==> src/rtl/wb_master_arbiter_if.sv <==
// Pipelined Wishbone bus bundle shared by the arbiter's two upstream ports
// and its single downstream port.
//   master modport: the side that drives cyc/stb/addr (a bus master).
//   slave  modport: the side that answers with ack/err/stall/rdata.
// The downstream slave has no err line, so err is absent from the master modport.
interface wb_master_arbiter_if #(
    parameter int AW = 32,
    parameter int DW = 32
) ();
    logic              cyc;
    logic              stb;
    logic              we;
    logic [AW-1:0]     addr;
    logic [DW-1:0]     wdata;
    logic [DW/8-1:0]   sel;
    logic              ack;
    logic              err;
    logic              stall;
    logic [DW-1:0]     rdata;

    modport master (
        output cyc, stb, we, addr, wdata, sel,
        input  ack, stall, rdata
    );

    modport slave (
        input  cyc, stb, we, addr, wdata, sel,
        output ack, err, stall, rdata
    );
endinterface

==> src/rtl/wb_master_arbiter.sv <==
// Two-master to one-slave pipelined Wishbone arbiter.
// m0 (CPU core) and m1 (UART-bridge DMA) share the slave port s.
// - Round-robin grant; the owner keeps the bus until it drops cyc.
// - Handover always passes through one IDLE cycle.
// - A per-transaction ack watchdog aborts a hung transfer:
//   the owner gets a one-cycle err, the slave strobe is withdrawn, and the
//   master stays locked out until it drops cyc.
module wb_master_arbiter #(
    parameter int AW      = 32,
    parameter int DW      = 32,
    parameter int TIMEOUT = 255,
    parameter int TW      = 8
) (
    input  logic                 i_clk,
    input  logic                 i_rst,
    wb_master_arbiter_if.slave   m0,
    wb_master_arbiter_if.slave   m1,
    wb_master_arbiter_if.master  s,
    output logic [1:0]           o_grant,
    output logic [7:0]           o_timeout_cnt
);

    localparam logic [TW-1:0] WD_LIMIT = TW'(TIMEOUT);
    localparam logic [TW-1:0] WD_MAX   = {TW{1'b1}};
    localparam int            PW       = 4;
    localparam logic [PW-1:0] PEND_MAX = {PW{1'b1}};

    typedef enum logic [1:0] {
        IDLE = 2'b00,
        OWN0 = 2'b01,
        OWN1 = 2'b10
    } state_t;

    state_t          state_r, state_s;
    logic            last_r, last_s;
    logic            lock0_r, lock0_s;
    logic            lock1_r, lock1_s;
    logic [TW-1:0]   wd_cnt_r, wd_cnt_s;
    logic [PW-1:0]   pend_r, pend_s;
    logic [7:0]      tcnt_r, tcnt_s;
    logic [1:0]      grant_r, grant_s;

    logic            owning_s;
    logic            owner_cyc_s;
    logic            owner_stb_s;
    logic            abort_s;
    logic            accept_s;
    logic            elig0_s;
    logic            elig1_s;

    // Current owner's request lines, abort detection and eligibility of both masters
    always_comb begin
        owning_s    = 1'b0;
        owner_cyc_s = 1'b0;
        owner_stb_s = 1'b0;
        case (state_r)
            OWN0: begin
                owning_s    = 1'b1;
                owner_cyc_s = m0.cyc;
                owner_stb_s = m0.stb;
            end
            OWN1: begin
                owning_s    = 1'b1;
                owner_cyc_s = m1.cyc;
                owner_stb_s = m1.stb;
            end
            default: begin
                owning_s    = 1'b0;
                owner_cyc_s = 1'b0;
                owner_stb_s = 1'b0;
            end
        endcase
        // The abort cycle is the one where the watchdog already holds the limit.
        abort_s  = owning_s && owner_cyc_s && (wd_cnt_r == WD_LIMIT);
        // A beat is accepted when it reaches the slave and the slave does not stall it.
        accept_s = owning_s && owner_stb_s && !abort_s && !s.stall;
        elig0_s  = m0.cyc && !lock0_r;
        elig1_s  = m1.cyc && !lock1_r;
    end

    // Next-state logic: arbitration, release, watchdog, lockout and abort counter
    always_comb begin
        state_s  = state_r;
        last_s   = last_r;
        wd_cnt_s = wd_cnt_r;
        pend_s   = pend_r;
        tcnt_s   = tcnt_r;
        // A lock is cleared by the first cycle in which the master drops cyc.
        if (m0.cyc) begin
            lock0_s = lock0_r;
        end else begin
            lock0_s = 1'b0;
        end
        if (m1.cyc) begin
            lock1_s = lock1_r;
        end else begin
            lock1_s = 1'b0;
        end

        case (state_r)
            IDLE: begin
                wd_cnt_s = {TW{1'b0}};
                pend_s   = {PW{1'b0}};
                if (elig0_s && elig1_s) begin
                    // Tie: the master that did not own the bus last wins.
                    if (last_r) begin
                        state_s = OWN0;
                    end else begin
                        state_s = OWN1;
                    end
                end else if (elig0_s) begin
                    state_s = OWN0;
                end else if (elig1_s) begin
                    state_s = OWN1;
                end else begin
                    state_s = IDLE;
                end
            end
            OWN0, OWN1: begin
                if (!owner_cyc_s) begin
                    // Normal release; the other master can only win after an IDLE cycle.
                    state_s  = IDLE;
                    last_s   = (state_r == OWN1);
                    wd_cnt_s = {TW{1'b0}};
                    pend_s   = {PW{1'b0}};
                end else if (abort_s) begin
                    state_s  = IDLE;
                    last_s   = (state_r == OWN1);
                    wd_cnt_s = {TW{1'b0}};
                    pend_s   = {PW{1'b0}};
                    if (state_r == OWN0) begin
                        lock0_s = 1'b1;
                    end else begin
                        lock1_s = 1'b1;
                    end
                    if (tcnt_r == 8'hFF) begin
                        tcnt_s = tcnt_r;
                    end else begin
                        tcnt_s = tcnt_r + 8'd1;
                    end
                end else begin
                    // Track accepted-but-unacked beats to know if a request is outstanding.
                    case ({accept_s, s.ack})
                        2'b10: begin
                            if (pend_r == PEND_MAX) begin
                                pend_s = pend_r;
                            end else begin
                                pend_s = pend_r + {{(PW-1){1'b0}}, 1'b1};
                            end
                        end
                        2'b01: begin
                            if (pend_r == {PW{1'b0}}) begin
                                pend_s = pend_r;
                            end else begin
                                pend_s = pend_r - {{(PW-1){1'b0}}, 1'b1};
                            end
                        end
                        default: pend_s = pend_r;
                    endcase
                    if (s.ack) begin
                        wd_cnt_s = {TW{1'b0}};
                    end else if (!owner_stb_s && (pend_r == {PW{1'b0}})) begin
                        wd_cnt_s = {TW{1'b0}};
                    end else if (wd_cnt_r == WD_MAX) begin
                        wd_cnt_s = wd_cnt_r;
                    end else begin
                        wd_cnt_s = wd_cnt_r + {{(TW-1){1'b0}}, 1'b1};
                    end
                end
            end
            default: begin
                state_s  = IDLE;
                wd_cnt_s = {TW{1'b0}};
                pend_s   = {PW{1'b0}};
            end
        endcase

        grant_s = {(state_s == OWN1), (state_s == OWN0)};
    end

    // State and counter registers with synchronous reset
    always_ff @(posedge i_clk) begin
        if (i_rst) begin
            state_r  <= IDLE;
            last_r   <= 1'b1;
            lock0_r  <= 1'b0;
            lock1_r  <= 1'b0;
            wd_cnt_r <= {TW{1'b0}};
            pend_r   <= {PW{1'b0}};
            tcnt_r   <= 8'd0;
            grant_r  <= 2'b00;
        end else begin
            state_r  <= state_s;
            last_r   <= last_s;
            lock0_r  <= lock0_s;
            lock1_r  <= lock1_s;
            wd_cnt_r <= wd_cnt_s;
            pend_r   <= pend_s;
            tcnt_r   <= tcnt_s;
            grant_r  <= grant_s;
        end
    end

    // Bus steering: slave side follows the owner, non-owner sees stall with no response
    always_comb begin
        s.cyc    = 1'b0;
        s.stb    = 1'b0;
        s.we     = 1'b0;
        s.addr   = {AW{1'b0}};
        s.wdata  = {DW{1'b0}};
        s.sel    = {(DW/8){1'b0}};
        m0.ack   = 1'b0;
        m0.err   = 1'b0;
        m0.stall = 1'b1;
        m0.rdata = {DW{1'b0}};
        m1.ack   = 1'b0;
        m1.err   = 1'b0;
        m1.stall = 1'b1;
        m1.rdata = {DW{1'b0}};
        if (i_rst) begin
            // An in-flight transfer is dropped silently: bus stays at its idle values.
            s.cyc = 1'b0;
        end else begin
            case (state_r)
                OWN0: begin
                    s.cyc    = m0.cyc && !abort_s;
                    s.stb    = m0.stb && !abort_s;
                    s.we     = m0.we;
                    s.addr   = m0.addr;
                    s.wdata  = m0.wdata;
                    s.sel    = m0.sel;
                    m0.ack   = s.ack && !abort_s;
                    m0.err   = abort_s;
                    m0.stall = s.stall;
                    m0.rdata = s.rdata;
                end
                OWN1: begin
                    s.cyc    = m1.cyc && !abort_s;
                    s.stb    = m1.stb && !abort_s;
                    s.we     = m1.we;
                    s.addr   = m1.addr;
                    s.wdata  = m1.wdata;
                    s.sel    = m1.sel;
                    m1.ack   = s.ack && !abort_s;
                    m1.err   = abort_s;
                    m1.stall = s.stall;
                    m1.rdata = s.rdata;
                end
                default: begin
                    s.cyc = 1'b0;
                end
            endcase
        end
    end

    assign o_grant       = grant_r;
    assign o_timeout_cnt = tcnt_r;

endmodule

==> src/flat_wrapper.sv <==
// flat-port wrapper written by rule: the top's interface ports become plain ports
module wb_master_arbiter_flat 
#(
    parameter int AW      = 32,
    parameter int DW      = 32,
    parameter int TIMEOUT = 255,
    parameter int TW      = 8
)
  (i_clk, i_rst, o_grant, o_timeout_cnt, m0_cyc, m0_stb, m0_we, m0_addr, m0_wdata, m0_sel, m0_ack, m0_err, m0_stall, m0_rdata, m1_cyc, m1_stb, m1_we, m1_addr, m1_wdata, m1_sel, m1_ack, m1_err, m1_stall, m1_rdata, s_cyc, s_stb, s_we, s_addr, s_wdata, s_sel, s_ack, s_stall, s_rdata);
  wb_master_arbiter_if #(.AW(AW), .DW(DW)) m0_i ();
  wb_master_arbiter_if #(.AW(AW), .DW(DW)) m1_i ();
  wb_master_arbiter_if #(.AW(AW), .DW(DW)) s_i ();
  input  logic i_clk;
  input  logic i_rst;
  output logic [1:0] o_grant;
  output logic [7:0] o_timeout_cnt;
  input wire logic [$bits(m0_i.cyc)-1:0] m0_cyc;
  input wire logic [$bits(m0_i.stb)-1:0] m0_stb;
  input wire logic [$bits(m0_i.we)-1:0] m0_we;
  input wire logic [$bits(m0_i.addr)-1:0] m0_addr;
  input wire logic [$bits(m0_i.wdata)-1:0] m0_wdata;
  input wire logic [$bits(m0_i.sel)-1:0] m0_sel;
  output wire logic [$bits(m0_i.ack)-1:0] m0_ack;
  output wire logic [$bits(m0_i.err)-1:0] m0_err;
  output wire logic [$bits(m0_i.stall)-1:0] m0_stall;
  output wire logic [$bits(m0_i.rdata)-1:0] m0_rdata;
  input wire logic [$bits(m1_i.cyc)-1:0] m1_cyc;
  input wire logic [$bits(m1_i.stb)-1:0] m1_stb;
  input wire logic [$bits(m1_i.we)-1:0] m1_we;
  input wire logic [$bits(m1_i.addr)-1:0] m1_addr;
  input wire logic [$bits(m1_i.wdata)-1:0] m1_wdata;
  input wire logic [$bits(m1_i.sel)-1:0] m1_sel;
  output wire logic [$bits(m1_i.ack)-1:0] m1_ack;
  output wire logic [$bits(m1_i.err)-1:0] m1_err;
  output wire logic [$bits(m1_i.stall)-1:0] m1_stall;
  output wire logic [$bits(m1_i.rdata)-1:0] m1_rdata;
  output wire logic [$bits(s_i.cyc)-1:0] s_cyc;
  output wire logic [$bits(s_i.stb)-1:0] s_stb;
  output wire logic [$bits(s_i.we)-1:0] s_we;
  output wire logic [$bits(s_i.addr)-1:0] s_addr;
  output wire logic [$bits(s_i.wdata)-1:0] s_wdata;
  output wire logic [$bits(s_i.sel)-1:0] s_sel;
  input wire logic [$bits(s_i.ack)-1:0] s_ack;
  input wire logic [$bits(s_i.stall)-1:0] s_stall;
  input wire logic [$bits(s_i.rdata)-1:0] s_rdata;
  assign m0_i.cyc = m0_cyc;
  assign m0_i.stb = m0_stb;
  assign m0_i.we = m0_we;
  assign m0_i.addr = m0_addr;
  assign m0_i.wdata = m0_wdata;
  assign m0_i.sel = m0_sel;
  assign m0_ack = m0_i.ack;
  assign m0_err = m0_i.err;
  assign m0_stall = m0_i.stall;
  assign m0_rdata = m0_i.rdata;
  assign m1_i.cyc = m1_cyc;
  assign m1_i.stb = m1_stb;
  assign m1_i.we = m1_we;
  assign m1_i.addr = m1_addr;
  assign m1_i.wdata = m1_wdata;
  assign m1_i.sel = m1_sel;
  assign m1_ack = m1_i.ack;
  assign m1_err = m1_i.err;
  assign m1_stall = m1_i.stall;
  assign m1_rdata = m1_i.rdata;
  assign s_cyc = s_i.cyc;
  assign s_stb = s_i.stb;
  assign s_we = s_i.we;
  assign s_addr = s_i.addr;
  assign s_wdata = s_i.wdata;
  assign s_sel = s_i.sel;
  assign s_i.ack = s_ack;
  assign s_i.stall = s_stall;
  assign s_i.rdata = s_rdata;
  wb_master_arbiter #(.AW(AW), .DW(DW), .TIMEOUT(TIMEOUT), .TW(TW)) u_core (.i_clk(i_clk), .i_rst(i_rst), .m0(m0_i), .m1(m1_i), .s(s_i), .o_grant(o_grant), .o_timeout_cnt(o_timeout_cnt));
endmodule
==> config.mk <==
export PLATFORM = sky130hd
export DESIGN_NAME = wb_master_arbiter_flat
export DESIGN_NICKNAME = d
export VERILOG_FILES = /design/src/rtl/wb_master_arbiter_if.sv /design/src/rtl/wb_master_arbiter.sv /design/src/flat_wrapper.sv
export SDC_FILE = /design/constraint.sdc
export NUM_CORES = 1
export LEC_CHECK = 0
export BUFFER_PORTS_ARGS = -buffer_cell sky130_fd_sc_hd__buf_4
export CAP_MARGIN = 10
export CORE_AREA = 2 2 129 131
export CTS_CLUSTER_SIZE = 24
export DETAILED_ROUTE_END_ITERATION = 8
export DIE_AREA = 0 0 131 133
export PLACE_DENSITY_LB_ADDON = 0.1
export SLEW_MARGIN = 30
export SYNTH_ARGS = -nofsm -noshare
export SYNTH_HDL_FRONTEND = slang
export SYNTH_SLANG_ARGS = --single-unit
==> constraint.sdc <==
create_clock -name i_clk -period 2.9 [get_ports i_clk]
set_clock_uncertainty 0.2 [all_clocks]
set_input_delay 0.58 -clock i_clk [delete_from_list [all_inputs] [get_ports i_clk]]
set_output_delay 0.58 -clock i_clk [all_outputs]
set_load 0.01 [all_outputs]
==> results.txt, run 1 <==
Status: finished, final reports clean
RSZ-0062 raised after global routing: true
Sequential area share after synthesis: 0.1895
Syn Nets: 602
Number of synthesized flops with an enable pin: 0
Worst-margin pin slew: 0.5721 ns
Worst setup path class: flip-flop to output pin
Iteration-0 DRC Markers: 250
Layout cell share with drive strength beyond 1: 0.5185
Placer congestion estimate: 0.8834
CORE AREA: 16170 um2
CP Data Arrival Time: 2.04 ns
Worst Path Buf+Inv: 4
Initial antenna violation count: 0
Ant. Diodes: 0
Hold Buf Count CTS: 0
Crit path max-delay family: buffers and inverters
Synth unique cells: 43
Area grow syn2layout: 104.5%
Remaining antenna violation count: 0
Post-CTS setup buffers: 0
Final TNS setup: 0 ns
Cells after Synth: 413
Crit path max fanout: 105
CP startpoint kind: flip-flop
GR Util All Layers: 0.1994
Seq cells post-synth: 27
CTS Buf Count: 3
Final Max Tran Viols: 0
CP Capture Type: output pin
Fin crit share: 0.9715
Final cell count without fillers: 949
Synth Warn #: 0
Total grt overflow: 0
Final Hold Vio Count: 0
Crit-path max cell delay: 0.37 ns
Slew headroom: 0.6172
Period minus WS final: 2.817 ns
Asr flop ratio synth: 0
Dpl cells: 945
Max rail drop VDD: 183.8 uV
Final HPWL DP: 15.62 mm
Htree depth: 1
Die W: 131 um
FP Rows: 47
Die height: 133 um
Max frequency: 354.9 MHz
Vias in the first global route: 4094
DIE AREA: 17420 um2
Initial core utilization: 0.1764
DRC: 0
Post-synth top flop: dfxtp_1
Critical Path Slowest Stage Cell: dfxtp_4
Syn avg cell area: 6.907 um2
Critical-path cell list: inv_2, ha_4, buf_4, buf_12, a22oi_1, nor2_1, buf_4
Worst-Skew Late Latency: 0.26 ns
Post-Syn Area: 2853 um2
Most frequent cells in the layout: 348 x buf_4, 79 x nor2_1, 70 x a22oi_1
Wire length per cell: 19.58 um
Final setup vio count: 0
Clock buffer depth: 2
DR pass1 iterations: 5
I/O pin count: 329
Clk slew on worst S/H paths: 0.07 ns
Hold Slack: 0.2646 ns
Pwr dens: 221.9 nW/um2
Critical Path RT: 2.12 ns
First-pass GRT wire length: 25.85 mm
Clock sink count: 27
Hold Path Class: flip-flop to flip-flop
Largest net degree at the start of global routing: 106
CTS tree: built
WL final: 18.58 mm
CP dominant cell by count: buf_4
Port buffer count: 328
Vias: 4397
Root Driver: clkbuf_16
Nets: 919
Lkg Pwr: 2.820 nW
Commonest non-fill, non-tap cell in the layout: buf_4
# Max-Cap Violations: 0
Via density: 4.633
## cell type report
cell class                      count  area (um2)
Fill cell                        1752       10340
Timing Repair Buffer              351        2664
Multi-Input combinational cell    336        2228
Sequential cell                    27       545.5
Tap cell                          220       275.3
Clock buffer                        3       75.07
Inverter                           11       41.29
Clock inverter                      1       5.005
## final timing paths
check	start	to	slack, ns	depth (start not counted)
max reg2reg	u_core.state_r[0]	u_core.pend_r[2]	0.11	11
min reg2reg	u_core.wd_cnt_r[0]	u_core.wd_cnt_r[0]	0.26	1
max	u_core.state_r[0]	s_wdata[8]	0.08	7
min	u_core.wd_cnt_r[0]	u_core.wd_cnt_r[0]	0.26	1
## report_power, final
| part | switching [mW] | internal [mW] | total (mW) |
|---|---|---|---|
| Combinational | 0.282 | 0.318 | 0.599 |
| Sequential | 0.00630 | 0.377 | 0.383 |
| Clock | 0.126 | 0.186 | 0.312 |
| Total | 0.414 | 0.881 | 1.29 |
## registers in the layout (all words and copies together) (netlist names)
| signal | cells |
|---|---|
| u_core.lock1_r | 1 |
| u_core.state_r | 2 |
| u_core.pend_r | 4 |
| u_core.o_grant | 2 |
| u_core.lock0_r | 1 |
| u_core.o_timeout_cnt | 8 |
| u_core.last_r | 1 |
| u_core.wd_cnt_r | 8 |
## cell usage after synthesis (3+ instances only)
cell      number  area (um2)
a211oi_1       4       30.03
a21oi_1       17       85.08
a22o_1         3       26.28
a22oi_1       70       525.5
and2_1        33       206.5
and3_1        36       225.2
and4_1         5       43.79
buf_1          4       15.01
clkbuf_1      33       123.9
dfxtp_1       27       540.5
ha_1          10       125.1
inv_1         11       41.29
mux2i_1        4       40.04
nand2_1       12       45.04
nand2b_1       3       18.77
nand3_1        6       30.03
nand4_1        3       18.77
nor2_1        79       296.5
nor2b_1        3       18.77
nor3_1         4       20.02
nor4_1         3       18.77
o21ai_0        6       30.03
o31ai_1        4       30.03
or3_1          7       43.79
## timing repair
action                     4_1_cts  5_1_grt
gates cloned                     0        0
pin swaps                        1        5
gates resized for setup          3        6
hold endpoints to repair         0        0
setup endpoints to repair       52        5
## through the flow
step / util / worst slack (ns) / power (mW) / cell area (um2)
after floorplan: - / -0.02882 / 0.6198 / 2914
after global placement: 0.3526 / -0.04431 / 0.9771 / 5702
after detailed placement: 0.3526 / -0.09524 / 0.9838 / 5702
after CTS: 0.3581 / 0.03411 / 1.305 / 5792
after global routing: 0.3608 / -0.01120 / 1.370 / 5834
final: 0.3608 / 0.08255 / 1.295 / 5834
## routing by layer
layer,vias to the layer above,wire [um],track usage
met3,18,1497,0.05944
met2,195,8395,0.3037
met5,-,0,0
met4,0,333,0.03901
met1,2050,8357,0.2787
li1,2134,-,-
## logic make-up (layout without fill, tap and decap cells)
kind of cell / after synthesis / in the layout / synth area share
AO/OA/AOI/OAI: 113 / 113 / 0.2860
XOR/XNOR: 3 / 3 / 0.009212
adder cells (fa/ha/maj): 11 / 11 / 0.05088
buffers and inverters: 50 / 366 / 0.06886
flip-flops: 27 / 27 / 0.1895
multiplexers: 4 / 4 / 0.01404
AND/OR/NAND/NOR: 205 / 205 / 0.3816
Power figures use the tool's default switching activity.
==> run 2, diff against run 1 <==
--- a/config.mk
+++ b/config.mk
@@ -7,10 +7,10 @@
 export LEC_CHECK = 0
 export BUFFER_PORTS_ARGS = -buffer_cell sky130_fd_sc_hd__buf_4
 export CAP_MARGIN = 10
-export CORE_AREA = 2 2 129 131
+export CORE_AREA = 8 8 121 123
 export CTS_CLUSTER_SIZE = 24
 export DETAILED_ROUTE_END_ITERATION = 8
-export DIE_AREA = 0 0 131 133
+export DIE_AREA = 0 0 129 131
 export PLACE_DENSITY_LB_ADDON = 0.1
 export SLEW_MARGIN = 30
 export SYNTH_ARGS = -nofsm -noshare
==> run 2 against run 1 <==
  * Combinational power decreased by 0.7%
  * Worst hold slack got worse by 0.00054 ns
  * Cell count decreased by 5.0%
  * Wire length increased by 5.5%
  * Clock power about the same
  * Critical path depth increased by 4
  * Sequential share of layout area increased by 0.21 points
  * First-iteration DRC count decreased by 9.6%
  * Highest routed layer unchanged
==> results.txt, run 2 (synthesis gave the netlist of run 1 again) <==
I/O pin count: 329
Ant. Diodes: 0
# Max-Cap Violations: 0
DIE AREA: 16900 um2
CTS Buf Count: 3
CP dominant cell by count: ha_4
Die W: 129 um
Final setup vio count: 0
Total power: 1.288 mW
Status: finished, final reports clean
Via density: 4.879
Crit-path max cell delay: 0.40 ns
Reg2reg end: u_core.pend_r[2]
Fin crit share: 0.9760
Max frequency: 353.3 MHz
Remaining antenna violation count: 0
Worst Path Buf+Inv: 2
Filler cells: 1323
FP Rows: 42
DRC: 0
Final Cell Area: 5733 um2
CP Data Arrival Time: 2.82 ns
Pwr dens: 224.7 nW/um2
Initial antenna violation count: 0
Total grt overflow: 0
Final Max Tran Viols: 0
CTS tree: built
FF-to-FF setup slack: 0.07 ns
Vias: 4401
Final Hold Vio Count: 0
Largest net degree at the start of global routing: 106
Critical Path Slowest Stage Cell: or3_4
Top layer in use: met4
CORE AREA: 12870 um2
Placer congestion estimate: 0.8143
Critical-path cell list: inv_2, ha_4, a22o_1, and4_4, or3_4, ha_4, ha_4, buf_4, xor2_1, or3_1, a21oi_1
Crit path max-delay family: simple AND/OR/NAND/NOR gates
Nets: 916
Slew headroom: 0.5874
Worst-Skew Late Latency: 0.26 ns
Met2 WL post-DR: 9.280 mm
Critical Path RT: 2.89 ns
Cells on worst reg2reg path: 11
Worst-margin pin slew: 0.6166 ns
Layout cell share with drive strength beyond 1: 0.5110
Max rail drop VDD: 213.4 uV
Wire length per cell: 21.74 um
Met3 routed WL: 1.668 mm
RSZ-0062 raised after global routing: false
WL final: 19.61 mm
Port buffer count: 328
GR Util All Layers: 0.2168
Clock buffer depth: 2
Placed instance area: 5627 um2
Most frequent cells in the layout: 343 x buf_4, 79 x nor2_1, 70 x a22oi_1
WHS Path Cells: 1
Final worst slack: 0.06958 ns
Lkg Pwr: 2.802 nW
Hold Path Class: flip-flop to flip-flop
Period minus WS final: 2.830 ns
FF-to-FF Start: u_core.state_r[0]
Clk slew on worst S/H paths: 0.07 ns
Die height: 131 um
Clock sink count: 27
Htree depth: 1
Vias in the first global route: 4366
End-of-flow core utilization: 0.4453
Iteration-0 DRC Markers: 226
Pre-CTS setup slack: -0.06662 ns
CP Capture Type: flip-flop
DR pass1 iterations: 4
Final HPWL DP: 16.71 mm
Hold EP: u_core.wd_cnt_r[0]
Initial core utilization: 0.2216
Crit path max fanout: 5
Worst setup path class: flip-flop to flip-flop
First-pass GRT wire length: 27.68 mm
Met1 wire length: 8.479 mm
Commonest non-fill, non-tap cell in the layout: buf_4
Root Driver: clkbuf_16
Final TNS setup: 0 ns
HP Start: u_core.wd_cnt_r[0]
Area grow syn2layout: 101.0%
CP startpoint kind: flip-flop
run 2: cell type report:
| type | count | area (um2) | share of cell area |
|---|---|---|---|
| tap | 176 | 220.2 | 0.03841 |
| inverter | 11 | 41.29 | 0.007202 |
| multi-input combinational | 336 | 2183 | 0.3808 |
| timing repair buffer | 348 | 2661 | 0.4642 |
| sequential | 27 | 548.0 | 0.09559 |
| clock buffer | 4 | 78.83 | 0.01375 |
run 2: worst register-to-register path, cell delays in order, from the launching register on:
cell and delay (ns):
dfxtp_4 0.36, inv_2 0.05, ha_4 0.17, a22o_1 0.24, and4_4 0.19, or3_4 0.40, ha_4 0.19, ha_4 0.26
buf_4 0.13, xor2_1 0.14, or3_1 0.30, a21oi_1 0.13
run 2: worst max-delay path by stage:
stage | from | end | cells after the start
global placement | m1_cyc | u_core.pend_r[3] | 10
finish | u_core.state_r[0] | u_core.pend_r[2] | 11
CTS | u_core.state_r[0] | u_core.pend_r[2] | 11
detailed placement | m1_cyc | u_core.pend_r[2] | 10
floorplan | u_core.state_r[0] | u_core.pend_r[3] | 12
global route | u_core.state_r[1] | u_core.pend_r[3] | 11
run 2: repair_timing:
action	4_1_cts	5_1_grt
gates resized for setup	2	5
endpoints found under the setup margin	65	74
setup buffers	0	1
pin swaps	0	3
hold endpoints to repair	0	0
hold buffers	0	0
run 2: routing by layer:
metal	GRT usage	up-vias
met1	0.2851	2064
met3	0.06128	10
met4	0.02350	0
li1	-	2136
met2	0.3547	191
met5	0	-
run 2: per-stage QoR:
step | hold slack, ns | instances
floorplan | 0.2261 | 413
CTS | 0.2678 | 901
global placement | 0.2400 | 897
global route | 0.2937 | 902
detailed placement | 0.2522 | 897
finish | 0.2641 | 902
run 2: power by group:
group	leakage, nW	total, mW	internal, mW	switching (mW)
combinational	2.54	0.595	0.314	0.281
clock	0.0382	0.312	0.188	0.124
sequential	0.220	0.382	0.377	0.00487
total	2.80	1.29	0.879	0.410
